===== config.mk =====
export PLATFORM = sky130hd
export DESIGN_NAME = sed_scrub_ctrl
export DESIGN_NICKNAME = d
export VERILOG_FILES = /design/src/rtl/sed_scrub_ctrl.sv
export SDC_FILE = /design/constraint.sdc
export NUM_CORES = 1
export LEC_CHECK = 0
export CORE_ASPECT_RATIO = 1.4
export CORE_MARGIN = 4
export CORE_UTILIZATION = 40
export DETAILED_ROUTE_END_ITERATION = 8
export GPL_TIMING_DRIVEN = 0
export HOLD_SLACK_MARGIN = 0.03
export PLACE_DENSITY_LB_ADDON = 0.2
export SLEW_MARGIN = 10
export SYNTH_ARGS = -nofsm -noshare
export SYNTH_HDL_FRONTEND = slang
export SYNTH_SLANG_ARGS = --single-unit

===== constraint.sdc =====
create_clock -name clkout -period 2.2 [get_ports clkout]
set_input_delay 0.33 -clock clkout [delete_from_list [all_inputs] [get_ports clkout]]
set_output_delay 0.33 -clock clkout [all_outputs]
set_load 0.05 [all_outputs]

===== src/rtl/sed_scrub_ctrl.sv =====
// sed_scrub_ctrl: sequences SEDGA CRC scrub passes (one-shot or periodic),
// guards each pass with a watchdog and accumulates error status.
//
// state | meaning
// ------+----------------------------------------------------------
// IDLE  | sed_enable low, waiting for run_once or auto_mode
// ARM   | sed_enable high, letting SEDGA wake for WAKE_CYCLES
// START | sed_start high until SEDGA reports sed_inprog
// RUN   | scrub in progress, waiting for sed_done
// CHECK | one cycle: sample sed_err, update counters
// GAP   | sed_enable low for PERIOD cycles between auto-mode passes
module sed_scrub_ctrl #(
  parameter int PERIOD      = 4096,
  parameter int WAKE_CYCLES = 4,
  parameter int TIMEOUT     = 2097152,
  parameter int CNT_W       = 8
) (
  input  logic             clkout,
  input  logic             reset,
  input  logic             en,
  input  logic             auto_mode,
  input  logic             run_once,
  input  logic             frc_err_req,
  input  logic             err_clr,
  input  logic             sed_done,
  input  logic             sed_inprog,
  input  logic             sed_err,
  output logic             sed_enable,
  output logic             sed_start,
  output logic             sed_frcerr,
  output logic             busy,
  output logic             err_flag,
  output logic             timeout_flag,
  output logic [CNT_W-1:0] err_count,
  output logic [CNT_W-1:0] pass_count
);

  localparam int WD_W   = $clog2(TIMEOUT + 1);
  localparam int GAP_W  = $clog2(PERIOD + 1);
  localparam int WAKE_W = $clog2(WAKE_CYCLES + 1);

  localparam logic [WD_W-1:0]   WD_LOAD   = WD_W'(TIMEOUT - 1);
  localparam logic [GAP_W-1:0]  GAP_LOAD  = GAP_W'(PERIOD - 1);
  localparam logic [WAKE_W-1:0] WAKE_LOAD = WAKE_W'(WAKE_CYCLES - 1);

  typedef enum logic [2:0] {
    S_IDLE  = 3'd0,
    S_ARM   = 3'd1,
    S_START = 3'd2,
    S_RUN   = 3'd3,
    S_CHECK = 3'd4,
    S_GAP   = 3'd5
  } state_t;

  state_t             state;
  logic [WD_W-1:0]    wd_cnt;
  logic [GAP_W-1:0]   gap_cnt;
  logic [WAKE_W-1:0]  wake_cnt;
  logic               frc_pend;

  logic               wd_expired;
  logic               check_evt;
  logic               timeout_evt;
  logic               err_inc;
  logic [CNT_W-1:0]   err_base;
  logic [CNT_W-1:0]   pass_base;
  logic [CNT_W-1:0]   err_count_nxt;
  logic [CNT_W-1:0]   pass_count_nxt;

  // Pass-end events feeding the status registers; done beats a same-cycle watchdog expiry.
  always_comb begin
    wd_expired  = 1'b0;
    check_evt   = 1'b0;
    timeout_evt = 1'b0;
    if (en) begin
      wd_expired  = (wd_cnt == '0);
      check_evt   = (state == S_CHECK);
      timeout_evt = wd_expired &&
                    ((state == S_START) || ((state == S_RUN) && !sed_done));
    end
  end

  // Next counter values: a same-cycle event wins over err_clr.
  always_comb begin
    err_base       = err_clr ? '0 : err_count;
    pass_base      = err_clr ? '0 : pass_count;
    err_inc        = (check_evt && sed_err) || timeout_evt;
    err_count_nxt  = err_base;
    pass_count_nxt = pass_base;
    if (err_inc && (err_base != '1))
      err_count_nxt = err_base + CNT_W'(1);
    if (check_evt)
      pass_count_nxt = pass_base + CNT_W'(1);
  end

  // Sticky flags and counters for the host register file.
  always_ff @(posedge clkout or posedge reset) begin
    if (reset) begin
      err_flag     <= 1'b0;
      timeout_flag <= 1'b0;
      err_count    <= '0;
      pass_count   <= '0;
    end else begin
      err_flag     <= (check_evt && sed_err) || (err_flag && !err_clr);
      timeout_flag <= timeout_evt || (timeout_flag && !err_clr);
      err_count    <= err_count_nxt;
      pass_count   <= pass_count_nxt;
    end
  end

  // Sequencing FSM with registered SEDGA controls, timers and forced-error latch.
  always_ff @(posedge clkout or posedge reset) begin
    if (reset) begin
      state      <= S_IDLE;
      sed_enable <= 1'b0;
      sed_start  <= 1'b0;
      sed_frcerr <= 1'b0;
      busy       <= 1'b0;
      wd_cnt     <= '0;
      gap_cnt    <= '0;
      wake_cnt   <= '0;
      frc_pend   <= 1'b0;
    end else begin
      sed_frcerr <= 1'b0;
      frc_pend   <= frc_pend || frc_err_req;
      if (!en) begin
        state      <= S_IDLE;
        sed_enable <= 1'b0;
        sed_start  <= 1'b0;
        busy       <= 1'b0;
      end else begin
        case (state)
          S_IDLE: begin
            if (run_once || auto_mode) begin
              state      <= S_ARM;
              sed_enable <= 1'b1;
              busy       <= 1'b1;
              wake_cnt   <= WAKE_LOAD;
            end
          end
          S_ARM: begin
            if (wake_cnt == '0) begin
              state     <= S_START;
              sed_start <= 1'b1;
              wd_cnt    <= WD_LOAD;
            end else begin
              wake_cnt <= wake_cnt - WAKE_W'(1);
            end
          end
          S_START: begin
            if (wd_expired) begin
              sed_start  <= 1'b0;
              sed_enable <= 1'b0;
              busy       <= 1'b0;
              gap_cnt    <= GAP_LOAD;
              state      <= auto_mode ? S_GAP : S_IDLE;
            end else begin
              wd_cnt <= wd_cnt - WD_W'(1);
              if (sed_inprog) begin
                state      <= S_RUN;
                sed_start  <= 1'b0;
                // Pending force is spent on this pass; a same-cycle request waits for the next.
                sed_frcerr <= frc_pend;
                frc_pend   <= frc_err_req;
              end
            end
          end
          S_RUN: begin
            if (sed_done) begin
              state <= S_CHECK;
            end else if (wd_expired) begin
              sed_enable <= 1'b0;
              busy       <= 1'b0;
              gap_cnt    <= GAP_LOAD;
              state      <= auto_mode ? S_GAP : S_IDLE;
            end else begin
              wd_cnt <= wd_cnt - WD_W'(1);
            end
          end
          S_CHECK: begin
            // Dropping sed_enable here clears SEDDONE/SEDERR before the next pass.
            sed_enable <= 1'b0;
            busy       <= 1'b0;
            gap_cnt    <= GAP_LOAD;
            state      <= auto_mode ? S_GAP : S_IDLE;
          end
          S_GAP: begin
            if (!auto_mode) begin
              state <= S_IDLE;
            end else if (gap_cnt == '0) begin
              state      <= S_ARM;
              sed_enable <= 1'b1;
              busy       <= 1'b1;
              wake_cnt   <= WAKE_LOAD;
            end else begin
              gap_cnt <= gap_cnt - GAP_W'(1);
            end
          end
          default: begin
            state      <= S_IDLE;
            sed_enable <= 1'b0;
            sed_start  <= 1'b0;
            busy       <= 1'b0;
          end
        endcase
      end
    end
  end

endmodule


==> key figures, run 1 <==
Finish
  • Diode count: 0
  • Synthesis-to-finish area growth: 27.6%
  • Nets: 477
  • Commonest non-fill, non-tap cell in the layout: dfrtp_1
  • Seq. cell area: 1600 µm²
  • Most frequent cells in the layout: 63 x dfrtp_1, 32 x nor2_1, 29 x clkdlybuf4s50_1, 24 x nand2_1, 22 x nand3_1
  • Filler cells: 804
  • Layout cell share with drive strength beyond 1: 19.0%
  • Final core utilization: 52.8%
  • Area of the multi-input gates: 2170 µm²

Clocking
  • Later-pin clock latency in the skew report: 330 ps
  • Hold_buf cts: 0
  • CTS Sinks: 64
  • H-tree Lvls: 3
  • Cts bufs inserted: 9
  • Clk pin slew, worst setup/hold paths: 60 ps
  • Root buffer cell: clkbuf_16
  • TritonCTS clock tree: built
  • Clock buffer depth: 2

Synth
  • Netlist cell types: 61
  • Primary FF master, synth: dfrtp_1
  • Post-synth ARST share: 100%
  • Avg Cell Area, Syn: 9.22 µm²
  • Share of the yosys chip area belonging to registers: 42.7%
  • Mapped Nets: 425
  • Number of synthesis warnings: 0
  • Syn Inst Count: 407
  • Post-Synthesis Cell Area: 3750 µm²
  • Number of synthesized register bits: 64
  • EDFF count, synth: 0

Power
  • Cell-internal power: 0.00298 W
  • PwrDens: 956 nW/µm²
  • Sw Share: 34.9%
  • Flop pwr share: 41.1%
  • Comb power frac: 27.3%
  • VDD IR max: 0.558 mV
  • Leakage power: 1.97 nW
  • Clock share of power: 31.6%
  • Net Switching: 0.00160 W

Run status
  • Status: finished, violations left
  • Failing checks: negative setup slack

Timing
  • PnR worst setup slack: -14.0 ps
  • RSZ-0062 raised after global routing: true
  • Fin. max-slew vios: 0
  • Worst hold slack: 322 ps
  • Worst slew margin: 65.1%
  • Hold Vio Cnt, Final: 0
  • Worst slew pin tran: 519 ps
  • FMAX: 0.452 GHz
  • Final setup vio count: 3
  • Setup TNS: -23.3 ps
  • Tcrit/Tclk final: 101%
  • Clock skew: 5.96 ps
  • Tmin final: 2210 ps

Setup path
  • Worst setup EP type: flop
  • Worst R2R Setup Slack: -10 ps
  • Crit-path cells: or4_4, or3_4, o211ai_4, buf_6, or3_1, nand3_1
  • CP arrival: 2410 ps
  • Worst setup endpoint: wd_cnt[12]
  • Slowest stage delay, CP: 600 ps
  • RR Endpoint: wd_cnt[12]
  • Worst r2r src: wd_cnt[17]
  • Critical path class: flop to flop
  • Slowest CP cell: or4_4
  • CP Data Required Time: 2400 ps
  • Worst setup startpoint: wd_cnt[17]
  • Reg2reg path depth: 6
  • Startpoint types: flop
  • Maximum fanout along the worst path: 5

Global routing
  • Initial antenna violation count: 0
  • Grt ovf: 0
  • Vias in the first global route: 3372
  • GRT Total Usage: 18.0%
  • Largest net degree at the start of global routing: 41
  • First-pass GRT wire length: 16100 µm

Placed design
  • GPL Wtd Cong: 0.855
  • Port buffer count: 30
  • Dpl ws: -638 ps
  • Hpwl dp: 6540 µm

Floorplanning
  • Die ar.: 11000 µm²
  • # IOs: 32
  • Core box area: 9080 µm²
  • FP Rows: 41
  • Die height: 123 µm
  • DIE WIDTH: 89.9 µm
  • Initial Util: 41.3%

Drt
  • Initial drt markers: 161
  • Antenna Nets Post-Route: 0
  • WL/cell: 16.9 µm
  • DR pass1 iterations: 4
  • DRC viols: 0
  • Via density: 5.92
  • Post-Route WL: 9660 µm
  • Detailed-route via count: 3381

Hold path
  • Min-delay worst type: input pin to asynchronous set/reset pin

Run
  • MaxCap Viol Count: 0
==> critical path: cells and delay by family (launching register included) <==
family                 cells  cell delay (ps)
AND/OR/NAND/NOR            4             1250
flip-flops                 1              400
AO/OA/AOI/OAI              1              270
buffers and inverters      1              160
==> sequential cells by signal (all words and copies together), names as in the netlist <==
| name | count |
|---|---|
| busy | 1 |
| err_count | 8 |
| err_flag | 1 |
| frc_pend | 1 |
| gap_cnt | 13 |
| pass_count | 8 |
| sed_enable | 1 |
| sed_frcerr | 1 |
| sed_start | 1 |
| state | 3 |
| timeout_flag | 1 |
| wake_cnt | 3 |
| wd_cnt | 22 |
==> final cells by class <==
class	instances	area share [%]
tap	107	2.79
buffer	14	2.06
multi-input combinational	314	45.3
clock inverter	3	0.836
sequential	64	33.5
inverter	12	0.992
clock buffer	13	5.43
timing repair buffer	44	9.09
==> synthesized netlist by cell type, types with 11 or more instances <==
master / count / area [µm²]
dfrtp_1: 64 / 1600
nand2b_1: 11 / 68.8
or3_1: 15 / 93.8
o21ai_0: 18 / 90.1
nand3_1: 24 / 120
inv_1: 12 / 45.0
nor2_1: 33 / 124
a21oi_1: 24 / 120
nor2b_1: 13 / 81.3
clkbuf_1: 11 / 41.3
or4_1: 13 / 97.6
nor3_1: 13 / 65.1
nand2_1: 25 / 93.8
==> worst min-delay path by stage <==
stage / slack (ps) / from / to / cells after the start
2_1_floorplan: 420 / frc_err_req / frc_pend / 1
3_3_place_gp: 450 / frc_pend / frc_pend / 1
3_5_place_dp: 460 / frc_pend / frc_pend / 1
4_1_cts: 340 / reset / err_count[5] / 2
5_1_grt: 360 / reset / err_count[6] / 2
6_report: 320 / reset / err_count[5] / 2
==> power groups by stage <==
stage / combinational (W) / clock (W) / sequential (W)
after floorplan: 0.000787 / 0 / 0.00181
after global placement: 0.00105 / 0 / 0.00182
after detailed placement: 0.00108 / 0 / 0.00184
after CTS: 0.00117 / 0.00147 / 0.00184
after global routing: 0.00142 / 0.00154 / 0.00193
final: 0.00125 / 0.00145 / 0.00188
==> per-layer routing <==
metal  vias to the layer above  share of wire, %  wire, µm  track usage, %
met3                        18               4.5       436            2.88
met2                        82                52      5030            31.8
met5                         -                 0         0               0
li1                       1621                 -         -               -
met4                         0               2.3       225            8.81
met1                      1660                41      3960            21.4
==> per-stage QoR <==
stage	std cells	total power [W]	area, µm²
after global routing	571	0.00489	4790
after global placement	544	0.00287	4190
after floorplan	407	0.00259	3750
final	571	0.00458	4790
after CTS	570	0.00448	4660
after detailed placement	545	0.00292	4210
==> logic make-up (layout without fill, tap and decap cells) <==
family                     Yosys count  count (layout)  synth area share [%]
adders and majority gates            8               8                  2.67
AOI/OAI and AO/OA                   95              95                  17.2
and+or+nand+nor                    193             193                  29.4
muxes                                8               8                  2.37
xor gates and xnor gates            10              10                  2.33
buffers and inverters               29              86                  3.40
DFF                                 64              64                  42.7
==> what timing repair did <==
action | CTS | global route
endpoints found under the setup margin | 38 | 42
resized for setup | 22 | 30
pin swaps | 9 | 16
setup buffers | 8 | 4
cloned | 1 | 0
(Power assumes the default switching activity.)
==> inputs of run 2 (changes only) <==
--- a/config.mk
+++ b/config.mk
@@ -5,9 +5,11 @@
 export SDC_FILE = /design/constraint.sdc
 export NUM_CORES = 1
 export LEC_CHECK = 0
+export CAP_MARGIN = 20
 export CORE_ASPECT_RATIO = 1.4
 export CORE_MARGIN = 4
 export CORE_UTILIZATION = 40
+export CTS_CLUSTER_DIAMETER = 50
 export DETAILED_ROUTE_END_ITERATION = 8
 export GPL_TIMING_DRIVEN = 0
 export HOLD_SLACK_MARGIN = 0.03
==> results of run 2 <==
Final layout, timing and power as in run 1 (identical DEF).
